==> config.mk <==
export PLATFORM = sky130hd
export DESIGN_NAME = i2c_calc_target
export DESIGN_NICKNAME = d
export VERILOG_FILES = /design/src/rtl/i2c_calc_target.sv
export SDC_FILE = /design/constraint.sdc
export NUM_CORES = 1
export LEC_CHECK = 0
export CAP_MARGIN = 20
export CORE_ASPECT_RATIO = 0.7
export CORE_MARGIN = 3
export CORE_UTILIZATION = 50
export CTS_CLUSTER_DIAMETER = 30
export CTS_CLUSTER_SIZE = 28
export DETAILED_ROUTE_END_ITERATION = 8
export GPL_ROUTABILITY_DRIVEN = 0
export HOLD_SLACK_MARGIN = 0.02
export PLACE_DENSITY = 0.68
export SYNTH_ARGS = -nofsm -noshare
export SYNTH_HDL_FRONTEND = slang
export SYNTH_SLANG_ARGS = --single-unit
==> constraint.sdc <==
create_clock -name clk -period 7.16 [get_ports clk]
set_input_delay 1.074 -clock clk [delete_from_list [all_inputs] [get_ports clk]]
set_output_delay 1.074 -clock clk [all_outputs]
set_load 0.05 [all_outputs]
==> src/rtl/i2c_calc_target.sv <==
// i2c_calc_target
// I2C target with a small byte-addressed register file and an ALU.
// SCL/SDA are oversampled on clk through a synchroniser; SDA is open-drain.
// Register map (N = OP_BYTES, multi-byte values little-endian):
//   A 0..N-1, B N..2N-1, OP 2N, RESULT 2N+1..4N, STATUS 4N+1
//   STATUS = {5'b0, invalid, carry/borrow, done}
// Ports:
//   clk     system clock, at least 8x the SCL rate
//   RST     synchronous active-high reset
//   scl_i   raw SCL pin
//   sda_i   raw SDA pin
//   sda_oe  1 = pull SDA low, 0 = release
//   result  RESULT register (16*N bits)
//   done    STATUS[0]
//   busy    high from address-ACK until STOP, repeated START or master NACK
module i2c_calc_target #(
  parameter logic [6:0] I2C_ADDR    = 7'h2A,
  parameter int         OP_BYTES    = 1,
  parameter int         SYNC_STAGES = 2
) (
  input  logic                   clk,
  input  logic                   RST,
  input  logic                   scl_i,
  input  logic                   sda_i,
  output logic                   sda_oe,
  output logic [16*OP_BYTES-1:0] result,
  output logic                   done,
  output logic                   busy
);

  localparam int         N      = OP_BYTES;
  localparam int         NREG   = 4 * N + 2;
  localparam int         IW     = $clog2(8 * NREG);
  localparam logic [7:0] NREG_B = 8'(NREG);
  localparam logic [7:0] LAST_B = 8'(NREG - 1);
  localparam logic [7:0] OP_IDX = 8'(2 * N);

  typedef enum logic [3:0] {
    IDLE, ADDR, ADDR_ACK, PTR, PTR_ACK, WDATA, WDATA_ACK, RDATA, RDATA_MACK
  } state_t;

  logic [SYNC_STAGES-1:0] scl_sync_r, sda_sync_r;
  logic                   scl_prev_r, sda_prev_r;
  logic                   scl_s, sda_s, scl_rise_s, scl_fall_s, start_s, stop_s;

  state_t     state_r, state_n;
  logic [3:0] cnt_r, cnt_n;
  logic       ack_seen_r, ack_seen_n;
  logic       sda_oe_r, oe_n;
  logic [7:0] shreg_r, shreg_n, tx_r, tx_n;
  logic       rw_r, rw_n;
  logic       busy_r;
  logic       ptr_set_s, wr_en_s, ptr_inc_s;

  logic [7:0]        ptr_r, ptr_next_s;
  logic [8*N-1:0]    a_r, b_r;
  logic [7:0]        op_r;
  logic [16*N-1:0]   result_r, res_s, ax_s, bx_s;
  logic              done_r, carry_r, inv_r, carry_s, inv_s, calc_pend_r;
  logic [7:0]        status_s, byte_in_s, rd_byte_s;
  logic [8*NREG-1:0] regs_flat_s;
  logic [IW-1:0]     rd_idx_s;

  assign scl_s      = scl_sync_r[SYNC_STAGES-1];
  assign sda_s      = sda_sync_r[SYNC_STAGES-1];
  assign scl_rise_s = scl_s & ~scl_prev_r;
  assign scl_fall_s = ~scl_s & scl_prev_r;
  // START/STOP need SCL high on both samples so an SDA change at an SCL edge is ignored
  assign start_s    = scl_s & scl_prev_r & sda_prev_r & ~sda_s;
  assign stop_s     = scl_s & scl_prev_r & ~sda_prev_r & sda_s;

  assign byte_in_s   = {shreg_r[6:0], sda_s};
  assign ptr_next_s  = (ptr_r == LAST_B) ? 8'd0 : ptr_r + 8'd1;
  assign status_s    = {5'b00000, inv_r, carry_r, done_r};
  assign regs_flat_s = {status_s, result_r, op_r, b_r, a_r};
  assign rd_idx_s    = IW'({ptr_r, 3'b000});
  assign rd_byte_s   = regs_flat_s[rd_idx_s +: 8];

  assign sda_oe = sda_oe_r;
  assign result = result_r;
  assign done   = done_r;
  assign busy   = busy_r;

  // Pin synchroniser plus one-sample history for edge detection
  always_ff @(posedge clk) begin
    if (RST) begin
      scl_sync_r <= {SYNC_STAGES{1'b1}};
      sda_sync_r <= {SYNC_STAGES{1'b1}};
      scl_prev_r <= 1'b1;
      sda_prev_r <= 1'b1;
    end else begin
      scl_sync_r <= {scl_sync_r[SYNC_STAGES-2:0], scl_i};
      sda_sync_r <= {sda_sync_r[SYNC_STAGES-2:0], sda_i};
      scl_prev_r <= scl_s;
      sda_prev_r <= sda_s;
    end
  end

  // Protocol FSM state and bit-level registers
  always_ff @(posedge clk) begin
    if (RST) begin
      state_r    <= IDLE;
      cnt_r      <= 4'd0;
      ack_seen_r <= 1'b0;
      sda_oe_r   <= 1'b0;
      shreg_r    <= 8'd0;
      tx_r       <= 8'd0;
      rw_r       <= 1'b0;
      busy_r     <= 1'b0;
    end else begin
      state_r    <= state_n;
      cnt_r      <= cnt_n;
      ack_seen_r <= ack_seen_n;
      sda_oe_r   <= oe_n;
      shreg_r    <= shreg_n;
      tx_r       <= tx_n;
      rw_r       <= rw_n;
      busy_r     <= (state_n != IDLE) && (state_n != ADDR);
    end
  end

  // Next-state logic; ACK states drive SDA on the first SCL fall and leave on the second
  always_comb begin
    state_n    = state_r;
    cnt_n      = cnt_r;
    ack_seen_n = ack_seen_r;
    oe_n       = sda_oe_r;
    shreg_n    = shreg_r;
    tx_n       = tx_r;
    rw_n       = rw_r;
    ptr_set_s  = 1'b0;
    wr_en_s    = 1'b0;
    ptr_inc_s  = 1'b0;
    if (start_s) begin
      state_n    = ADDR;
      cnt_n      = 4'd0;
      ack_seen_n = 1'b0;
      oe_n       = 1'b0;
    end else if (stop_s) begin
      state_n = IDLE;
      oe_n    = 1'b0;
    end else begin
      case (state_r)
        IDLE: state_n = IDLE;
        ADDR, PTR, WDATA: begin
          if (scl_rise_s) begin
            shreg_n = byte_in_s;
            if (cnt_r == 4'd7) begin
              cnt_n      = 4'd0;
              ack_seen_n = 1'b0;
              case (state_r)
                ADDR: begin
                  if (byte_in_s[7:1] == I2C_ADDR) begin
                    state_n = ADDR_ACK;
                    rw_n    = byte_in_s[0];
                  end else begin
                    state_n = IDLE;
                  end
                end
                PTR:     state_n = PTR_ACK;
                default: state_n = WDATA_ACK;
              endcase
            end else begin
              cnt_n = cnt_r + 4'd1;
            end
          end else begin
            shreg_n = shreg_r;
          end
        end
        ADDR_ACK, PTR_ACK, WDATA_ACK: begin
          if (scl_fall_s) begin
            if (ack_seen_r) begin
              ack_seen_n = 1'b0;
              cnt_n      = 4'd0;
              case (state_r)
                ADDR_ACK: begin
                  if (rw_r) begin
                    state_n = RDATA;
                    tx_n    = rd_byte_s;
                    oe_n    = ~rd_byte_s[7];
                  end else begin
                    state_n = PTR;
                    oe_n    = 1'b0;
                  end
                end
                default: begin
                  state_n = WDATA;
                  oe_n    = 1'b0;
                end
              endcase
            end else begin
              oe_n = 1'b1;
            end
          end else if (scl_rise_s) begin
            // Register side effects commit on the ACK-bit SCL rise
            ack_seen_n = 1'b1;
            if (state_r == PTR_ACK) begin
              ptr_set_s = 1'b1;
            end else if (state_r == WDATA_ACK) begin
              wr_en_s = 1'b1;
            end else begin
              ptr_set_s = 1'b0;
            end
          end else begin
            ack_seen_n = ack_seen_r;
          end
        end
        RDATA: begin
          if (scl_rise_s) begin
            cnt_n = cnt_r + 4'd1;
          end else if (scl_fall_s) begin
            if (cnt_r == 4'd8) begin
              state_n    = RDATA_MACK;
              oe_n       = 1'b0;
              cnt_n      = 4'd0;
              ack_seen_n = 1'b0;
            end else begin
              tx_n = {tx_r[6:0], 1'b0};
              oe_n = ~tx_r[6];
            end
          end else begin
            cnt_n = cnt_r;
          end
        end
        RDATA_MACK: begin
          if (scl_rise_s) begin
            if (sda_s) begin
              state_n = IDLE;
            end else begin
              ack_seen_n = 1'b1;
              ptr_inc_s  = 1'b1;
            end
          end else if (scl_fall_s) begin
            if (ack_seen_r) begin
              state_n    = RDATA;
              tx_n       = rd_byte_s;
              oe_n       = ~rd_byte_s[7];
              cnt_n      = 4'd0;
              ack_seen_n = 1'b0;
            end else begin
              oe_n = 1'b0;
            end
          end else begin
            ack_seen_n = ack_seen_r;
          end
        end
        default: state_n = IDLE;
      endcase
    end
  end

  // ALU on zero-extended operands
  always_comb begin
    ax_s    = {{(8*N){1'b0}}, a_r};
    bx_s    = {{(8*N){1'b0}}, b_r};
    res_s   = {(16*N){1'b0}};
    carry_s = 1'b0;
    inv_s   = 1'b0;
    case (op_r)
      8'd0: begin
        res_s   = ax_s + bx_s;
        carry_s = res_s[8*N];
      end
      8'd1: begin
        res_s   = ax_s - bx_s;
        carry_s = (a_r < b_r);
      end
      8'd2:    res_s = ax_s * bx_s;
      8'd3:    res_s = ax_s & bx_s;
      8'd4:    res_s = ax_s | bx_s;
      8'd5:    res_s = ax_s ^ bx_s;
      default: inv_s = 1'b1;
    endcase
  end

  // Register file, pointer and compute-on-OP-write
  always_ff @(posedge clk) begin
    if (RST) begin
      ptr_r       <= 8'd0;
      a_r         <= {(8*N){1'b0}};
      b_r         <= {(8*N){1'b0}};
      op_r        <= 8'd0;
      result_r    <= {(16*N){1'b0}};
      done_r      <= 1'b0;
      carry_r     <= 1'b0;
      inv_r       <= 1'b0;
      calc_pend_r <= 1'b0;
    end else begin
      calc_pend_r <= 1'b0;
      if (ptr_set_s) begin
        ptr_r <= shreg_r % NREG_B;
      end else if (wr_en_s || ptr_inc_s) begin
        ptr_r <= ptr_next_s;
      end
      if (wr_en_s) begin
        for (int i = 0; i < N; i++) begin
          if (ptr_r == 8'(i)) begin
            a_r[8*i +: 8] <= shreg_r;
            done_r        <= 1'b0;
          end
          if (ptr_r == 8'(N + i)) begin
            b_r[8*i +: 8] <= shreg_r;
            done_r        <= 1'b0;
          end
        end
        if (ptr_r == OP_IDX) begin
          op_r        <= shreg_r;
          calc_pend_r <= 1'b1;
        end
      end
      if (calc_pend_r) begin
        result_r <= res_s;
        carry_r  <= carry_s;
        inv_r    <= inv_s;
        done_r   <= 1'b1;
      end
    end
  end

endmodule

==> impl_metrics.env, run 1 <==
export IMPL_antenna_cells=0
export IMPL_synth_fp_nets=1093
export IMPL_crit_end="result[10]$_SDFFE_PP0P_"
export IMPL_relSlewSlack=0.3064
export IMPL_reg2reg_to="result[10]$_SDFFE_PP0P_"
export IMPL_crit_family="adder cells"
export IMPL_final_area_mm2=0.008387
export IMPL_ant_nets=0
export IMPL_wl_per_cell_um=18.27
export IMPL_synth_seq_cells=85
export IMPL_drt_initial_drc_count=678
export IMPL_cp_num_buf_inv=3
export IMPL_synth_top_area_share=0.2183
export IMPL_portBuffers=22
export IMPL_synth_area_leaders="dfxtp_1 (22%), ha_1 (11%), fa_1 (9.8%)"
export IMPL_grt_pass1_wl_um=34780
export IMPL_wl_um=21250
export IMPL_fp_dieH_um=110.5
export IMPL_cts_resized=0
export IMPL_rsz0062_at_grt="no"
export IMPL_nets=1075
export IMPL_fmax_ghz=0.2035
export IMPL_ctsHoldBuffers=0
export IMPL_clock_latency_ps=340
export IMPL_crit_chain="ha_1 > inv_1 > fa_1 > inv_1 > fa_1 > fa_1 > fa_1 > ha_1 > a2111oi_0 > buf_4 > o21bai_1 > xor2_1 > a221oi_1 > nor3_1"
export IMPL_start_util=0.5212
export IMPL_post_cts_buffers=0
export IMPL_slew_viol_final=0
export IMPL_fin_crit_ps=4914
export IMPL_cpPeakStageDelay_ps=620
export IMPL_dpl_hpwl_um=16350
export IMPL_cp_max_fo=10
export IMPL_cp_end_kind="flop"
export IMPL_core_area_mm2=0.01495
export IMPL_crit_start="a_r[4]$_SDFFE_PP0P_"
export IMPL_io_pins=23
export IMPL_outcome="complete, no violations"
export IMPL_antenna_found_initial=0
export IMPL_area_growth_pct=7.610
export IMPL_synth_largest_area_cell="dfxtp_1"
export IMPL_final_util=0.5609
export IMPL_dr_pass1_iters=5
export IMPL_grt_usage=0.2494
export IMPL_first_global_vias=6328
export IMPL_clkTransAtPathRegs_ps=70
export IMPL_synthTopCellsByCount="nor2_1 (130), nand2_1 (92), inv_1 (91)"
export IMPL_syn_area_mm2=0.007794
export IMPL_cp_arrival_ps=5120
export IMPL_cts_inserted_buffers=9
export IMPL_clock_path_buffers=2
export IMPL_path_class="flop to flop"
export IMPL_ctsHtreeMaxLevel=3
export IMPL_p_leak_nw=3.510
export IMPL_synth_edf_count=0
export IMPL_drv_cap=0
export IMPL_drc_errors=0
export IMPL_cts_tree="done"
export IMPL_crit_path_top_delay_cell="dfxtp_1"
export IMPL_dieWidth_um=155.2
export IMPL_final_layout_size_suffix_gt1_frac=0.05475
export IMPL_r2r_setup_slack_ps=2250
export IMPL_worst_pin_slew_ps=1037
export IMPL_reg2reg_depth=14
export IMPL_finalHoldViolCount=0
export IMPL_tns_ps=0
export IMPL_die_area_mm2=0.01715
export IMPL_r2r_start="a_r[4]$_SDFFE_PP0P_"
export IMPL_crit_path_start_kind="flop"
export IMPL_fin_hold_ws_ps=416.1
export IMPL_root_buffer="clkbuf_16"
export IMPL_seq_area_frac_synth=0.2183
export IMPL_clock_skew_ps=7.722
export IMPL_post_route_period_util=0.6863
export IMPL_cpMostUsedCell="fa_1"
export IMPL_power_density_mw_per_mm2=121.3
export IMPL_worstPathRequired_ps=7360
export IMPL_synthFlopType="dfxtp_1"
export IMPL_routed_via_density=5.995
export IMPL_globalRoute_totalOverflow=0
export IMPL_ys_types=81
export IMPL_yosysMostFrequentCell="nor2_1"
export IMPL_cts_sinks=85
export IMPL_via_count=6972
export IMPL_dpl_cell_area_mm2=0.008055
export IMPL_ys_warn_count=0
export IMPL_row_count=37
export IMPL_syn_mean_instance_area_um2=7.945
export IMPL_async_reset_ff_frac=0
export IMPL_power_mw=1.018
export IMPL_syn_inst=981
export IMPL_peakVddDrop_v=0.00009475
export IMPL_cp_num_cells=14
export IMPL_setup_viol=0
export IMPL_grt_max_degree=74
export IMPL_hp_class="flop to flop"
[worst register-to-register path, cell delays in order (launching register included)]
cell,delay (ps)
dfxtp_1,620
ha_1,380
inv_1,140
fa_1,550
inv_1,50
fa_1,460
fa_1,510
fa_1,480
ha_1,260
a2111oi_0,500
buf_4,220
o21bai_1,80
xor2_1,160
a221oi_1,280
nor3_1,80
[how the worst min path moves through the flow]
stage                             startpoint  cells after the start                       end  slack [ps]
floorplan           scl_sync_r[0]$_SDFF_PP1_                      1  scl_sync_r[1]$_SDFF_PP1_         390
detailed placement  sda_sync_r[0]$_SDFF_PP1_                      1  sda_sync_r[1]$_SDFF_PP1_         400
finish              sda_sync_r[0]$_SDFF_PP1_                      1  sda_sync_r[1]$_SDFF_PP1_         420
global placement    scl_sync_r[0]$_SDFF_PP1_                      1  scl_sync_r[1]$_SDFF_PP1_         400
CTS                 sda_sync_r[0]$_SDFF_PP1_                      1  sda_sync_r[1]$_SDFF_PP1_         420
global route        sda_sync_r[0]$_SDFF_PP1_                      1  sda_sync_r[1]$_SDFF_PP1_         430
[kinds of logic (layout without fill, tap and decap cells)]
logic type | after synthesis | in the layout | share of synthesized area
AOI/OAI and AO/OA | 211 | 211 | 0.1780
xor gates and xnor gates | 17 | 17 | 0.01911
adders and majority gates | 108 | 108 | 0.2100
buffers and inverters | 147 | 134 | 0.07353
DFF | 85 | 85 | 0.2183
muxes | 62 | 62 | 0.08509
and+or+nand+nor | 351 | 351 | 0.2159
[cell type report]
cell class | instances | area, µm²
Clock inverter | 7 | 106.4
Inverter | 92 | 345.3
Sequential cell | 85 | 1702
Multi-Input combinational cell | 749 | 5519
Tap cell | 195 | 244.0
Fill cell | 1395 | 6566
Clock buffer | 9 | 225.2
Timing Repair Buffer | 26 | 245.2
[state kept, by name, summed over array words and instances (netlist names), 2 cells and up]
name,flops
scl_sync_r,2
cnt_r,4
b_r,8
a_r,8
ptr_r,8
op_r,8
sda_sync_r,2
tx_r,7
state_r,4
result,16
shreg_r,8
[where the power goes]
group / leakage, nW / switching (mW) / internal (mW)
combinational: 2.66 / 0.0159 / 0.00692
clock: 0.163 / 0.205 / 0.312
sequential: 0.686 / 0.00351 / 0.475
[layout by cell type (no fill, tap or decap), types with 4 or more instances in the layout]
cell | synthesis | routed
clkdlybuf4s50_1 | 0 | 21
a211o_1 | 9 | 9
o22ai_1 | 9 | 9
a211oi_1 | 10 | 10
or3_1 | 6 | 6
nand2b_1 | 14 | 14
o21ai_0 | 40 | 40
nor4_1 | 4 | 4
dfxtp_1 | 85 | 85
nor3_1 | 20 | 20
a21oi_1 | 59 | 59
ha_1 | 70 | 70
o31a_1 | 4 | 4
or3b_2 | 4 | 4
nand4_1 | 4 | 4
buf_4 | 1 | 4
mux2i_1 | 55 | 55
clkbuf_16 | 0 | 9
nand3b_1 | 6 | 6
a31oi_1 | 10 | 10
a221oi_1 | 4 | 4
fa_1 | 38 | 38
nand2_1 | 92 | 92
nor2b_1 | 9 | 9
o211ai_1 | 10 | 10
xor2_1 | 9 | 9
nand3_1 | 22 | 22
and3_1 | 5 | 5
a21o_1 | 9 | 9
o21bai_1 | 5 | 5
a2111oi_0 | 5 | 5
or4_1 | 5 | 5
or2_2 | 7 | 7
xnor2_1 | 8 | 8
nor2_1 | 130 | 130
mux2_2 | 4 | 4
inv_1 | 91 | 91
[routing by layer]
layer / GRT usage / vias to the layer above / routed length (µm)
met5: 0 / - / 0
met4: 0.03965 / 0 / 167
met3: 0.06385 / 19 / 2014
met2: 0.3204 / 286 / 8337
met1: 0.4138 / 3297 / 10730
li1: - / 3370 / -
[per-stage QoR]
stage	std cells	worst slack (ps)
2_1_floorplan	981	2837
3_3_place_gp	1147	2265
3_5_place_dp	1147	2316
4_1_cts	1163	2285
5_1_grt	1163	1973
6_report	1163	2246
(Power assumes the default switching activity.)
==> run 2, diff against run 1 <==
- PLACE_DENSITY: 0.68 -> 0.7
- clock period: 7.16 -> 4.1 ns (I/O delays scaled with it)
==> run 2 against run 1 <==
Clock-buffer cell count up 3. Cell count is 5.8% higher. Sequential share of layout area is 1.3 points lower.
==> impl_metrics.env, run 2 (synthesis results as in run 1) <==
export IMPL_relSlewSlack=0.2772
export IMPL_tns_ps=0
export IMPL_ant_nets=0
export IMPL_finalHoldViolCount=0
export IMPL_dr_wl_met3_um=2415
export IMPL_r2r_start="a_r[2]$_SDFFE_PP0P_"
export IMPL_slew_viol_final=0
export IMPL_final_layout_size_suffix_gt1_frac=0.1776
export IMPL_cp_num_cells=15
export IMPL_worst_pin_slew_ps=1080
export IMPL_crit_family="adder cells"
export IMPL_globalRoute_totalOverflow=0
export IMPL_fin_crit_ps=4095
export IMPL_r2r_setup_slack_ps=5
export IMPL_nFillCells=1309
export IMPL_cts_sinks=85
export IMPL_drt_initial_drc_count=964
export IMPL_nets=1145
export IMPL_area_growth_pct=17.90
export IMPL_crit_start="a_r[2]$_SDFFE_PP0P_"
export IMPL_portBuffers=22
export IMPL_cpPeakStageDelay_ps=530
export IMPL_final_util=0.6145
export IMPL_crit_end="result[15]$_SDFFE_PP0P_"
export IMPL_io_pins=23
export IMPL_outcome="complete, no violations"
export IMPL_grt_max_degree=47
export IMPL_dieWidth_um=155.2
export IMPL_cp_end_kind="flop"
export IMPL_p_leak_nw=3.796
export IMPL_drc_errors=0
export IMPL_dpl_hpwl_um=17470
export IMPL_hold_depth=1
export IMPL_antenna_found_initial=0
export IMPL_die_area_mm2=0.01715
export IMPL_route_top_layer_used="met4"
export IMPL_wl_um=22620
export IMPL_crit_path_start_kind="flop"
export IMPL_fmax_ghz=0.2442
export IMPL_wl_per_cell_um=18.38
export IMPL_post_route_period_util=0.9988
export IMPL_cpMostUsedCell="fa_1"
export IMPL_ctsHoldBuffers=0
export IMPL_clock_latency_ps=340
export IMPL_cp_max_fo=7
export IMPL_dpl_cell_area_mm2=0.008536
export IMPL_crit_chain="buf_6 > nand2_2 > fa_1 > inv_1 > fa_1 > fa_1 > fa_2 > ha_4 > a21o_1 > a31o_2 > or3_1 > o21bai_1 > xnor2_1 > nand2_1 > a31oi_1"
export IMPL_cp_num_buf_inv=2
export IMPL_dr_wl_met2_um=8760
export IMPL_worstPathRequired_ps=4370
export IMPL_core_area_mm2=0.01495
export IMPL_cts_inserted_buffers=9
export IMPL_peakVddDrop_v=0.0002037
export IMPL_clock_skew_ps=9.502
export IMPL_final_cell_mix="nor2_1 (121), nand2_1 (89), inv_1 (80), dfxtp_1 (72), buf_4 (66)"
export IMPL_grt_usage=0.2638
export IMPL_fp_dieH_um=110.5
export IMPL_wl_met1_um=11250
export IMPL_routed_via_density=5.950
export IMPL_clkTransAtPathRegs_ps=60
export IMPL_hp_class="flop to flop"
export IMPL_power_density_mw_per_mm2=174.1
export IMPL_clock_path_buffers=2
export IMPL_cts_tree="done"
export IMPL_grt_pass1_wl_um=36530
export IMPL_row_count=37
export IMPL_reg2reg_to="result[15]$_SDFFE_PP0P_"
export IMPL_first_global_vias=6688
export IMPL_final_common_cell="nor2_1"
export IMPL_start_util=0.5212
export IMPL_root_buffer="clkbuf_16"
export IMPL_setup_viol=0
export IMPL_place_ws_ps=-298.7
export IMPL_ctsHtreeMaxLevel=3
export IMPL_drv_cap=0
export IMPL_cp_arrival_ps=4360
export IMPL_dr_pass1_iters=5
export IMPL_crit_path_top_delay_cell="fa_1"
export IMPL_via_count=7325
export IMPL_reg2reg_depth=15
export IMPL_largest_reg_flops=16
export IMPL_path_class="flop to flop"
export IMPL_final_area_mm2=0.009189
export IMPL_layout_setup_ws_ps=4.895
export IMPL_antenna_cells=0
export IMPL_rsz0062_at_grt="yes"
[run 2: cell count changes in the layout (fill, tap and decap cells not counted), sizes merged]
cell	previous run	this run
clkinv	2	1
inv	95	92
clkbuf	9	12
bufinv	2	0
clkinvlp	0	1
buf	5	75
[run 2: layout make-up]
cell class / count / area, µm² / area share
multi-input cells: 749 / 5796 / 0.6307
flip-flops and latches: 85 / 1740 / 0.1894
repair buffers: 96 / 809.5 / 0.08810
inverters: 92 / 350.3 / 0.03813
well taps: 195 / 244.0 / 0.02655
clock buffers: 12 / 236.5 / 0.02574
clock inverters: 2 / 12.51 / 0.001362
[run 2: repair_timing]
item / in CTS / in global routing
pin swaps: 21 / 24
gates cloned: 0 / 0
endpoints found under the setup margin: 10 / 10
setup buffers: 4 / 5
gates resized for setup: 51 / 45
[run 2: per-layer routing]
layer  vias to the layer above  track usage
met5                         -            0
met1                      3447       0.4350
li1                       3515            -
met4                         0      0.04140
met2                       345       0.3381
met3                        18      0.07286
[run 2: report_power, final]
part	leakage [nW]	internal, mW	switching [mW]
logic	2.98	0.0121	0.0278
registers	0.695	0.823	0.00606
clock network	0.119	0.404	0.327
total	3.80	1.24	0.361
[run 2: how the worst min path moves through the flow]
stage / start / endpoint / slack [ps]
floorplan: scl_sync_r[0]$_SDFF_PP1_ / scl_sync_r[1]$_SDFF_PP1_ / 390
global placement: scl_sync_r[0]$_SDFF_PP1_ / scl_sync_r[1]$_SDFF_PP1_ / 400
finish: scl_sync_r[0]$_SDFF_PP1_ / scl_sync_r[1]$_SDFF_PP1_ / 400
detailed placement: scl_sync_r[0]$_SDFF_PP1_ / scl_sync_r[1]$_SDFF_PP1_ / 400
global route: sda_sync_r[0]$_SDFF_PP1_ / sda_sync_r[1]$_SDFF_PP1_ / 430
CTS: scl_sync_r[0]$_SDFF_PP1_ / scl_sync_r[1]$_SDFF_PP1_ / 410
[run 2: metrics by stage]
stage / total power [mW] / std cells / hold WS (ps)
final: 1.600 / 1231 / 403.0
after global routing: 1.643 / 1231 / 427.8
after CTS: 1.605 / 1226 / 408.2
after detailed placement: 0.8922 / 1208 / 397.3
after global placement: 0.8923 / 1208 / 395.3
after floorplan: 0.8819 / 981 / 389.5
==> run 3, diff against run 2 <==
- PLACE_DENSITY: 0.7 -> 0.68
- clock period: 4.1 -> 5.3 ns (I/O delays scaled with it)
==> run 3 against run 2 <==
Clock skew fell by 1.6 ps. Design area down 8.6%. Largest power group is now clock. Sequential share of layout area up 1.3 points. Die area stayed put. Global-route usage is 0.60 points lower. Routed wire length decreased by 2.8%. Cell count fell by 5.1%. Clock-buffer cell count decreased by 3.
==> impl_metrics.env, run 3 (synthesis results as in run 1) <==
export IMPL_post_cts_buffers=0
export IMPL_cp_max_fo=11
export IMPL_wl_um=21980
export IMPL_ctsHtreeMaxLevel=3
export IMPL_globalRoute_totalOverflow=0
export IMPL_routed_via_density=6.030
export IMPL_clock_latency_ps=350
export IMPL_cts_inserted_buffers=9
export IMPL_p_leak_nw=3.519
export IMPL_setup_viol=0
export IMPL_final_common_cell="nor2_1"
export IMPL_largest_reg_flops=16
export IMPL_clock_skew_ps=7.866
export IMPL_rsz0062_at_grt="no"
export IMPL_power_density_mw_per_mm2=159.4
export IMPL_grt_max_degree=42
export IMPL_portBuffers=22
export IMPL_path_class="flop to flop"
export IMPL_crit_path_start_kind="flop"
export IMPL_start_util=0.5212
export IMPL_io_pins=23
export IMPL_die_area_mm2=0.01715
export IMPL_peakVddDrop_v=0.0001468
export IMPL_ant_nets=0
export IMPL_fmax_ghz=0.2078
export IMPL_worstPathRequired_ps=5580
export IMPL_cts_resized=0
export IMPL_relSlewSlack=0.2638
export IMPL_via_count=7043
export IMPL_clkTransAtPathRegs_ps=70
export IMPL_grt_pass1_wl_um=35680
export IMPL_dieWidth_um=155.2
export IMPL_fin_crit_ps=4813
export IMPL_final_layout_size_suffix_gt1_frac=0.05961
export IMPL_slew_viol_final=0
export IMPL_cp_end_kind="flop"
export IMPL_root_buffer="clkbuf_16"
export IMPL_ctsHoldBuffers=0
export IMPL_final_cell_mix="nor2_1 (130), nand2_1 (92), inv_1 (91), dfxtp_1 (85), ha_1 (70)"
export IMPL_row_count=37
export IMPL_outcome="complete, no violations"
export IMPL_worst_pin_slew_ps=1103
export IMPL_clock_path_buffers=2
export IMPL_first_global_vias=6382
export IMPL_drt_initial_drc_count=816
export IMPL_antenna_found_initial=0
export IMPL_wl_per_cell_um=18.82
export IMPL_drv_cap=0
export IMPL_cts_tree="done"
export IMPL_tns_ps=0
export IMPL_grt_usage=0.2578
export IMPL_core_area_mm2=0.01495
export IMPL_drc_errors=0
export IMPL_nets=1080
export IMPL_dpl_hpwl_um=16920
export IMPL_cp_arrival_ps=5090
export IMPL_dr_pass1_iters=6
export IMPL_hp_class="flop to flop"
export IMPL_post_route_period_util=0.9080
export IMPL_cts_sinks=85
export IMPL_finalHoldViolCount=0
export IMPL_fp_dieH_um=110.5
export IMPL_area_growth_pct=7.786
export IMPL_final_util=0.5618
export IMPL_antenna_cells=0
## run 3: path summary, 6_finish.rpt
| path | start | to | slack (ps) | depth (start not counted) |
|---|---|---|---|---|
| hold reg to reg | scl_sync_r[0]$_SDFF_PP1_ | scl_sync_r[1]$_SDFF_PP1_ | 410 | 1 |
| hold / removal | scl_sync_r[0]$_SDFF_PP1_ | scl_sync_r[1]$_SDFF_PP1_ | 410 | 1 |
| setup / recovery | a_r[5]$_SDFFE_PP0P_ | result[15]$_SDFFE_PP0P_ | 490 | 15 |
| setup reg to reg | a_r[5]$_SDFFE_PP0P_ | result[15]$_SDFFE_PP0P_ | 490 | 15 |
## run 3: power breakdown
group	switching [mW]	internal, mW	leakage, nW
clock	0.289	0.372	0.144
sequential	0.00480	0.641	0.686
combinational	0.0222	0.00932	2.69
## run 3: metrics by stage
stage / instance area (µm²) / std cells / hold WS [ps] / power (mW) / setup slack, ps
2_1_floorplan: 7794 / 981 / 389.5 / 0.6822 / 976.9
3_3_place_gp: 8093 / 1152 / 400.8 / 0.6911 / 497.0
3_5_place_dp: 8093 / 1152 / 400.6 / 0.6914 / 540.2
4_1_cts: 8401 / 1168 / 411.7 / 1.341 / 506.0
5_1_grt: 8401 / 1168 / 417.9 / 1.372 / 226.0
6_report: 8401 / 1168 / 410.9 / 1.339 / 487.4
## run 3: layout make-up
class	instances	area, µm²
clock buffer	9	225.2
clock inverter	7	82.58
fill	1355	6553
inverter	92	345.3
multi-input combinational	749	5519
sequential	85	1702
tap	195	244.0
timing repair buffer	31	282.8
## run 3: worst max-delay path: stages, from the launching register on
cell	delay, ps
dfxtp_1	670
ha_1	380
inv_1	140
fa_1	500
inv_1	50
fa_1	500
fa_1	490
ha_1	310
ha_1	370
a21o_1	200
a31o_2	250
or3_1	300
o21bai_1	180
xnor2_1	150
nand2_1	80
a31oi_1	160
## run 3: per-layer routing
layer | track usage | part of all wire | wire [µm]
met1 | 0.4255 | 0.49 | 10780
met2 | 0.3230 | 0.38 | 8251
met3 | 0.07599 | 0.12 | 2609
met4 | 0.04840 | 0.015 | 338
met5 | 0 | 0 | 0
